[config.mk]
export PLATFORM = sky130hd
export DESIGN_NAME = avg_sched
export DESIGN_NICKNAME = d
export VERILOG_FILES = /design/src/rtl/avg_pkg.sv /design/src/rtl/avg_out_fifo.sv /design/src/rtl/avg_unit.sv /design/src/rtl/avg_sched.sv
export SDC_FILE = /design/constraint.sdc
export NUM_CORES = 1
export LEC_CHECK = 0
export BUFFER_PORTS_ARGS = -buffer_cell sky130_fd_sc_hd__clkbuf_2
export CAP_MARGIN = 20
export CORE_MARGIN = 1
export CORE_UTILIZATION = 52
export CTS_CLUSTER_DIAMETER = 40
export DETAILED_ROUTE_END_ITERATION = 6
export GPL_TIMING_DRIVEN = 0
export HOLD_SLACK_MARGIN = 0.02
export MAX_ROUTING_LAYER = met4
export PLACE_DENSITY = 0.74
export REMOVE_ABC_BUFFERS = 1
export SYNTH_ARGS = -nofsm -noshare
export SYNTH_HDL_FRONTEND = slang
export SYNTH_SLANG_ARGS = --single-unit
[constraint.sdc]
create_clock -name clk -period 17.4 [get_ports clk]
set_input_delay 3.48 -clock clk [delete_from_list [all_inputs] [get_ports clk]]
set_output_delay 3.48 -clock clk [all_outputs]
set_load 0.01 [all_outputs]
[src/rtl/avg_pkg.sv]
// Shared types and helpers for the vector averaging scheduler.
package avg_pkg;

    // Fixed-point rounding mode
    typedef enum logic [1:0] {
        VXRM_RNU = 2'd0,
        VXRM_RNE = 2'd1,
        VXRM_RDN = 2'd2,
        VXRM_ROD = 2'd3
    } vxrm_t;

    localparam int unsigned SEW_W = 2;

    localparam logic [1:0] SEW8  = 2'd0;
    localparam logic [1:0] SEW16 = 2'd1;
    localparam logic [1:0] SEW32 = 2'd2;
    localparam logic [1:0] SEW64 = 2'd3;

    // Rounding increment from result LSB (b1) and the bit shifted out (b0)
    function automatic logic rnd_inc(input vxrm_t vxrm, input logic b1, input logic b0);
        logic r;
        r = 1'b0;
        case (vxrm)
            VXRM_RNU: r = b0;
            VXRM_RNE: r = b0 & b1;
            VXRM_RDN: r = 1'b0;
            VXRM_ROD: r = b0 & ~b1;
            default:  r = 1'b0;
        endcase
        return r;
    endfunction

endpackage

[src/rtl/avg_out_fifo.sv]
// Small synchronous FIFO with async reset and registered occupancy count.
module avg_out_fifo #(
    parameter  int unsigned WIDTH = 8,
    parameter  int unsigned DEPTH = 3,
    localparam int unsigned PTR_W = (DEPTH > 1) ? $clog2(DEPTH) : 1,
    localparam int unsigned CNT_W = $clog2(DEPTH + 1)
) (
    input  logic             clk,
    input  logic             rst,
    input  logic             push,
    input  logic [WIDTH-1:0] wdata,
    input  logic             pop,
    output logic [WIDTH-1:0] rdata,
    output logic [CNT_W-1:0] count
);

    logic [WIDTH-1:0] mem [DEPTH];
    logic [PTR_W-1:0] wr_ptr;
    logic [PTR_W-1:0] rd_ptr;

    assign rdata = mem[rd_ptr];

    // Storage, pointers and occupancy
    always_ff @(posedge clk or posedge rst) begin
        if (rst) begin
            for (int i = 0; i < int'(DEPTH); i++) mem[i] <= '0;
            wr_ptr <= '0;
            rd_ptr <= '0;
            count  <= '0;
        end else begin
            if (push) begin
                mem[wr_ptr] <= wdata;
                wr_ptr      <= (wr_ptr == PTR_W'(DEPTH - 1)) ? '0 : wr_ptr + 1'b1;
            end
            if (pop) begin
                rd_ptr <= (rd_ptr == PTR_W'(DEPTH - 1)) ? '0 : rd_ptr + 1'b1;
            end
            case ({push, pop})
                2'b10:   count <= count + 1'b1;
                2'b01:   count <= count - 1'b1;
                default: count <= count;
            endcase
        end
    end

endmodule

[src/rtl/avg_unit.sv]
// Averaging core: per-element logical shift right of the pre-summed vector,
// exporting the two low bits of every element for the rounding stage.
// Outputs are registered one cycle after vec_in; no reset on the datapath.
module avg_unit
    import avg_pkg::*;
#(
    parameter  int unsigned DATA_WIDTH    = 64,
    parameter  bit          ENABLE_64_BIT = 1'b1,
    localparam int unsigned DW_B          = DATA_WIDTH / 8
) (
    input  logic                  clk,
    input  logic [DATA_WIDTH-1:0] vec_in,
    input  logic [1:0]            sew,
    output logic [DATA_WIDTH-1:0] vec_out,
    output logic [DW_B-1:0]       v_d,
    output logic [DW_B-1:0]       v_d1
);

    logic [DATA_WIDTH-1:0] shr_c;
    logic [DW_B-1:0]       vd_c;
    logic [DW_B-1:0]       vd1_c;
    logic                  zero_c;

    assign zero_c = (sew == SEW64) && !ENABLE_64_BIT;

    // Per-element shift and low-bit extraction (element LSB sits in its lowest byte)
    always_comb begin
        shr_c = '0;
        vd_c  = '0;
        vd1_c = '0;
        if (!zero_c) begin
            for (int j = 0; j < int'(DW_B); j++) begin
                vd_c[j]  = vec_in[j*8+1];
                vd1_c[j] = vec_in[j*8];
            end
        end
        case (sew)
            SEW8: begin
                for (int k = 0; k < int'(DATA_WIDTH / 8); k++)
                    shr_c[k*8 +: 8] = {1'b0, vec_in[k*8+1 +: 7]};
            end
            SEW16: begin
                for (int k = 0; k < int'(DATA_WIDTH / 16); k++)
                    shr_c[k*16 +: 16] = {1'b0, vec_in[k*16+1 +: 15]};
            end
            SEW32: begin
                for (int k = 0; k < int'(DATA_WIDTH / 32); k++)
                    shr_c[k*32 +: 32] = {1'b0, vec_in[k*32+1 +: 31]};
            end
            default: begin
                if (!zero_c) begin
                    for (int k = 0; k < int'(DATA_WIDTH / 64); k++)
                        shr_c[k*64 +: 64] = {1'b0, vec_in[k*64+1 +: 63]};
                end
            end
        endcase
    end

    // Output register stage
    always_ff @(posedge clk) begin
        vec_out <= shr_c;
        v_d     <= vd_c;
        v_d1    <= vd1_c;
    end

endmodule

[src/rtl/avg_sched.sv]
// Round-robin scheduler and rounding back-end for the vector averaging unit.
// Credits (FIFO occupancy + in-flight op) gate issue so results are never dropped.
module avg_sched
    import avg_pkg::*;
#(
    parameter  int unsigned DATA_WIDTH    = 64,
    parameter  int unsigned DW_B          = DATA_WIDTH / 8,
    parameter  int unsigned SEW_WIDTH     = SEW_W,
    parameter  bit          ENABLE_64_BIT = 1'b1,
    parameter  int unsigned NUM_REQ       = 2,
    parameter  int unsigned FIFO_DEPTH    = 3,
    parameter  int unsigned ID_W          = (NUM_REQ > 1) ? $clog2(NUM_REQ) : 1,
    localparam int unsigned CNT_W         = $clog2(FIFO_DEPTH + 1)
) (
    input  logic                          clk,
    input  logic                          rst,
    input  logic [NUM_REQ-1:0]            req_valid,
    output logic [NUM_REQ-1:0]            req_ready,
    input  logic [NUM_REQ*DATA_WIDTH-1:0] req_data,
    input  logic [NUM_REQ*SEW_WIDTH-1:0]  req_sew,
    input  logic [NUM_REQ*2-1:0]          req_vxrm,
    output logic                          out_valid,
    input  logic                          out_ready,
    output logic [DATA_WIDTH-1:0]         out_data,
    output logic [ID_W-1:0]               out_id
);

    logic [ID_W-1:0]       rr_ptr;
    logic                  inflight;
    logic [ID_W-1:0]       tag_id;
    logic [1:0]            tag_sew;
    vxrm_t                 tag_vxrm;

    logic                  found_c;
    logic [ID_W-1:0]       grant_id_c;
    int                    arb_idx;
    logic                  may_issue_c;
    logic                  issue_c;
    logic [DATA_WIDTH-1:0] op_data_c;
    logic [1:0]            op_sew_c;
    vxrm_t                 op_vxrm_c;

    logic [DATA_WIDTH-1:0] avg_vec;
    logic [DW_B-1:0]       avg_vd;
    logic [DW_B-1:0]       avg_vd1;
    logic [DATA_WIDTH-1:0] res_c;

    logic [CNT_W-1:0]           fifo_count;
    logic [DATA_WIDTH+ID_W-1:0] fifo_rdata;
    logic                       pop_c;

    // Credit check on registered state only (no path from out_ready)
    assign may_issue_c = (int'(fifo_count) + int'(inflight)) < int'(FIFO_DEPTH);

    // Find first valid requester at or after rr_ptr, wrapping
    always_comb begin
        found_c    = 1'b0;
        grant_id_c = '0;
        arb_idx    = 0;
        for (int i = 0; i < int'(NUM_REQ); i++) begin
            arb_idx = int'(rr_ptr) + i;
            if (arb_idx >= int'(NUM_REQ)) arb_idx = arb_idx - int'(NUM_REQ);
            if (!found_c && req_valid[ID_W'(arb_idx)]) begin
                found_c    = 1'b1;
                grant_id_c = ID_W'(arb_idx);
            end
        end
    end

    // One-hot grant, suppressed during reset and without credit
    always_comb begin
        req_ready = '0;
        if (found_c && may_issue_c && !rst) req_ready[grant_id_c] = 1'b1;
    end

    assign issue_c = |req_ready;

    // Operand mux for the granted requester
    always_comb begin
        op_data_c = '0;
        op_sew_c  = SEW8;
        op_vxrm_c = VXRM_RNU;
        for (int i = 0; i < int'(NUM_REQ); i++) begin
            if (ID_W'(i) == grant_id_c) begin
                op_data_c = req_data[i*DATA_WIDTH +: DATA_WIDTH];
                op_sew_c  = 2'(req_sew[i*SEW_WIDTH +: SEW_WIDTH]);
                op_vxrm_c = vxrm_t'(req_vxrm[i*2 +: 2]);
            end
        end
    end

    avg_unit #(
        .DATA_WIDTH    (DATA_WIDTH),
        .ENABLE_64_BIT (ENABLE_64_BIT)
    ) u_avg (
        .clk     (clk),
        .vec_in  (op_data_c),
        .sew     (op_sew_c),
        .vec_out (avg_vec),
        .v_d     (avg_vd),
        .v_d1    (avg_vd1)
    );

    // Issue bookkeeping: round-robin pointer and tag of the in-flight op
    always_ff @(posedge clk or posedge rst) begin
        if (rst) begin
            rr_ptr   <= '0;
            inflight <= 1'b0;
            tag_id   <= '0;
            tag_sew  <= SEW8;
            tag_vxrm <= VXRM_RNU;
        end else begin
            inflight <= issue_c;
            if (issue_c) begin
                tag_id   <= grant_id_c;
                tag_sew  <= op_sew_c;
                tag_vxrm <= op_vxrm_c;
                rr_ptr   <= (grant_id_c == ID_W'(NUM_REQ - 1)) ? '0 : grant_id_c + 1'b1;
            end
        end
    end

    // Per-element rounding increment; elements are independent, no carry between them
    always_comb begin
        res_c = '0;
        case (tag_sew)
            SEW8: begin
                for (int k = 0; k < int'(DATA_WIDTH / 8); k++)
                    res_c[k*8 +: 8] = avg_vec[k*8 +: 8]
                        + 8'(rnd_inc(tag_vxrm, avg_vd[k], avg_vd1[k]));
            end
            SEW16: begin
                for (int k = 0; k < int'(DATA_WIDTH / 16); k++)
                    res_c[k*16 +: 16] = avg_vec[k*16 +: 16]
                        + 16'(rnd_inc(tag_vxrm, avg_vd[k*2], avg_vd1[k*2]));
            end
            SEW32: begin
                for (int k = 0; k < int'(DATA_WIDTH / 32); k++)
                    res_c[k*32 +: 32] = avg_vec[k*32 +: 32]
                        + 32'(rnd_inc(tag_vxrm, avg_vd[k*4], avg_vd1[k*4]));
            end
            default: begin
                for (int k = 0; k < int'(DATA_WIDTH / 64); k++)
                    res_c[k*64 +: 64] = avg_vec[k*64 +: 64]
                        + 64'(rnd_inc(tag_vxrm, avg_vd[k*8], avg_vd1[k*8]));
            end
        endcase
    end

    assign pop_c = out_valid && out_ready;

    avg_out_fifo #(
        .WIDTH (DATA_WIDTH + ID_W),
        .DEPTH (FIFO_DEPTH)
    ) u_fifo (
        .clk   (clk),
        .rst   (rst),
        .push  (inflight),
        .wdata ({res_c, tag_id}),
        .pop   (pop_c),
        .rdata (fifo_rdata),
        .count (fifo_count)
    );

    assign out_valid = (fifo_count != '0);
    assign out_data  = fifo_rdata[ID_W +: DATA_WIDTH];
    assign out_id    = fifo_rdata[ID_W-1:0];

endmodule

==> impl_metrics.json <==
{
  "relSlewSlack": 0.248,
  "finalSetupTns_ns": 0,
  "synth_cells": 1649,
  "grt_pass1_vias": 12400,
  "grtUsageTotal": 0.302,
  "crit_arrival_ns": 4.57,
  "drt_first_pass_iters": 6,
  "whs_ns": 0.473,
  "gp_congestion": 0.974,
  "timing.final.crit_share": 0.463,
  "fin_nets": 1962,
  "clock_latency_ns": 0.52,
  "crit_top_cell": "clkbuf_2",
  "start_kind": "input pin",
  "cts_tree": "built",
  "crit_buf_inv": 2,
  "synth.cell_area_um2": 14700,
  "grt_max_degree": 124,
  "routed_via_density": 5.87,
  "cts_setup_buffers": 0,
  "ios": 209,
  "crit_fanout": 13,
  "initial_utilization": 0.528,
  "yosys.area.top_type": "dfrtp_1",
  "async_flop_share": 0.746,
  "cts_resized": 0,
  "crit_type": "in2out",
  "clock_skew_ns": 0.0224,
  "ys_ff_latch": 279,
  "routed_wl_um": 41700,
  "status": "finished clean",
  "place_ws_ns": 9.39,
  "syn_to_final_growth_pct": 18.1,
  "crit_slowest_cell": "nand2_1",
  "wl_per_cell_um": 18.9,
  "fmax_ghz": 0.124,
  "hold_violations": 0,
  "ir_worst_vdd_mv": 0.109,
  "drc": 0,
  "ys_warn_count": 0,
  "io_buffers": 207,
  "hold_class": "reg2reg",
  "final_common_cell": "nand2_1",
  "cts_root_buffer": "clkbuf_16",
  "maxCapViolations": 0,
  "end_kind": "primary output",
  "rows": 61,
  "crit_path_max_incr_delay_ns": 0.29,
  "min_period_ns": 8.05,
  "drive_gt1_frac": 0.205,
  "leakagePower_nw": 7.51,
  "synthDistinctLibCells": 71,
  "rsz0062_at_grt": "no",
  "ant_nets": 0,
  "final_cell_mix": "330 x nand2_1, 227 x o21ai_0, 207 x clkbuf_2, 206 x dfrtp_1, 84 x nor2_1",
  "path_delay_family": "simple AND/OR/NAND/NOR gates",
  "die_area_um2": 28900,
  "clkTransAtPathRegs_ns": 0.05,
  "drt_iter0_drc": 1632,
  "antenna_found_initial": 0,
  "setup_viol": 0,
  "synthFlopType": "dfrtp_1",
  "fin_util": 0.624,
  "cts.sink_count": 279,
  "core_um2": 27800,
  "die_h_um": 170,
  "htreeDepth": 2,
  "vias": 13000,
  "synth-edff-count": 0,
  "synth_top_cell_area_share": 0.355,
  "grt_pass1_wl_um": 66400,
  "die_w_um": 170,
  "ys_seq_area_frac": 0.451,
  "ys_top_cells_by_area": "dfrtp_1 35%, dfxtp_1 9.7%, nand2_1 8.5%",
  "dp_hpwl_um": 29500,
  "cts_buffers": 36,
  "n_antenna_cell": 0,
  "cts.path.max_buffers": 3,
  "syn_area_per_cell_um2": 8.90,
  "required_ns": 13.92,
  "powerDensity_nw_per_um2": 169,
  "crit_chain": "clkbuf_2 > a211oi_1 > nand2_1 > nor2_1 > clkbuf_2",
  "worst_slew_pin_slew_ns": 1.12,
  "timing.final.ws_setup_ns": 9.35,
  "slew_viol_final": 0,
  "overflow": 0,
  "postCtsHoldBufs": 0
}
==> cells by family (layout without fill, tap and decap cells) <==
kind of cell,count (synthesis),after routing,synth area share
simple gates,647,647,0.209
compound gates,369,369,0.145
flops,279,279,0.451
mux,144,144,0.104
buf+inv,121,301,0.0323
xor+xnor,70,70,0.0418
fa+ha+maj,19,19,0.0162
==> final cells by class <==
| class | instances | area, µm² |
|---|---|---|
| tap | 378 | 473 |
| timing repair buffer | 226 | 1430 |
| clock inverter | 19 | 183 |
| fill | 2462 | 10400 |
| inverter | 10 | 45.0 |
| sequential | 279 | 6630 |
| clock buffer | 46 | 958 |
| multi-input combinational | 1249 | 7620 |
==> synthesized netlist by cell type, types with 7 or more instances <==
| master | instances |
|---|---|
| dfrtp_1 | 208 |
| xor2_1 | 18 |
| and2_1 | 17 |
| inv_1 | 9 |
| xnor2_1 | 52 |
| and4_1 | 12 |
| nor3_1 | 25 |
| a31oi_1 | 17 |
| mux2_2 | 67 |
| nor2_1 | 85 |
| nand3_1 | 31 |
| ha_1 | 19 |
| o21ai_0 | 227 |
| o31ai_1 | 13 |
| and3_1 | 14 |
| nand2_1 | 331 |
| nand4_1 | 47 |
| or3_1 | 11 |
| nor4_1 | 21 |
| mux2i_1 | 77 |
| nor2b_1 | 17 |
| buf_1 | 9 |
| a21oi_1 | 40 |
| dfxtp_1 | 71 |
| a211oi_1 | 7 |
| clkbuf_1 | 93 |
==> worst paths after layout <==
| kind | from | end | slack (ns) | cells after the start |
|---|---|---|---|---|
| min reg2reg | u_fifo.mem[131] | u_fifo.mem[131] | 0.47 | 2 |
| max in group asynchronous | rst | u_fifo.mem[12] | 13.32 | 3 |
| min | u_fifo.mem[131] | u_fifo.mem[131] | 0.47 | 2 |
| min in group asynchronous | rst | rr_ptr | 3.13 | 2 |
| max reg2reg | tag_vxrm[0] | u_fifo.mem[188] | 13.52 | 10 |
| max | rst | req_ready[1] | 9.35 | 5 |
==> metrics by stage <==
step	cells	total power [W]	instance area, µm²
2_1_floorplan	1538	0.00178	14200
3_3_place_gp	2123	0.00217	15800
3_5_place_dp	2141	0.00223	16200
4_1_cts	2206	0.00294	17300
5_1_grt	2207	0.00313	17300
6_report	2207	0.00293	17300
==> report_power, final <==
group | switching (W) | total (W) | internal [W]
Sequential | 0.000231 | 0.00113 | 0.000897
Combinational | 0.000647 | 0.00111 | 0.000459
Clock | 0.000286 | 0.000699 | 0.000413
==> routing by layer <==
metal / vias up / part of all wire / GRT usage
met5: - / 0 / -
met4: 0 / 0.023 / 0.0873
met3: 85 / 0.067 / 0.0367
met2: 534 / 0.45 / 0.463
met1: 6198 / 0.46 / 0.421
li1: 6138 / - / -
==> state kept, by name, indices dropped and copies added, names as in the netlist, 2 cells and up <==
| name | flops |
|---|---|
| u_fifo.wr_ptr | 2 |
| u_fifo.count | 2 |
| tag_sew | 2 |
| tag_vxrm | 2 |
| u_fifo.rd_ptr | 2 |
| u_fifo.mem | 195 |
| u_avg.v_d1 | 8 |
| u_avg.vec_out | 63 |
==> worst reg2reg max path: stages (launching register included) <==
cell and delay (ns):
dfrtp_1 0.57, nor2b_1 0.21, xnor2_1 0.12, and2_1 0.19, ha_1 0.20, nand3_1 0.34
nor4_1 0.97, nand4_1 0.21, xnor2_1 0.18, a221oi_1 0.56, o31ai_1 0.17
Power figures use the tool's default switching activity.
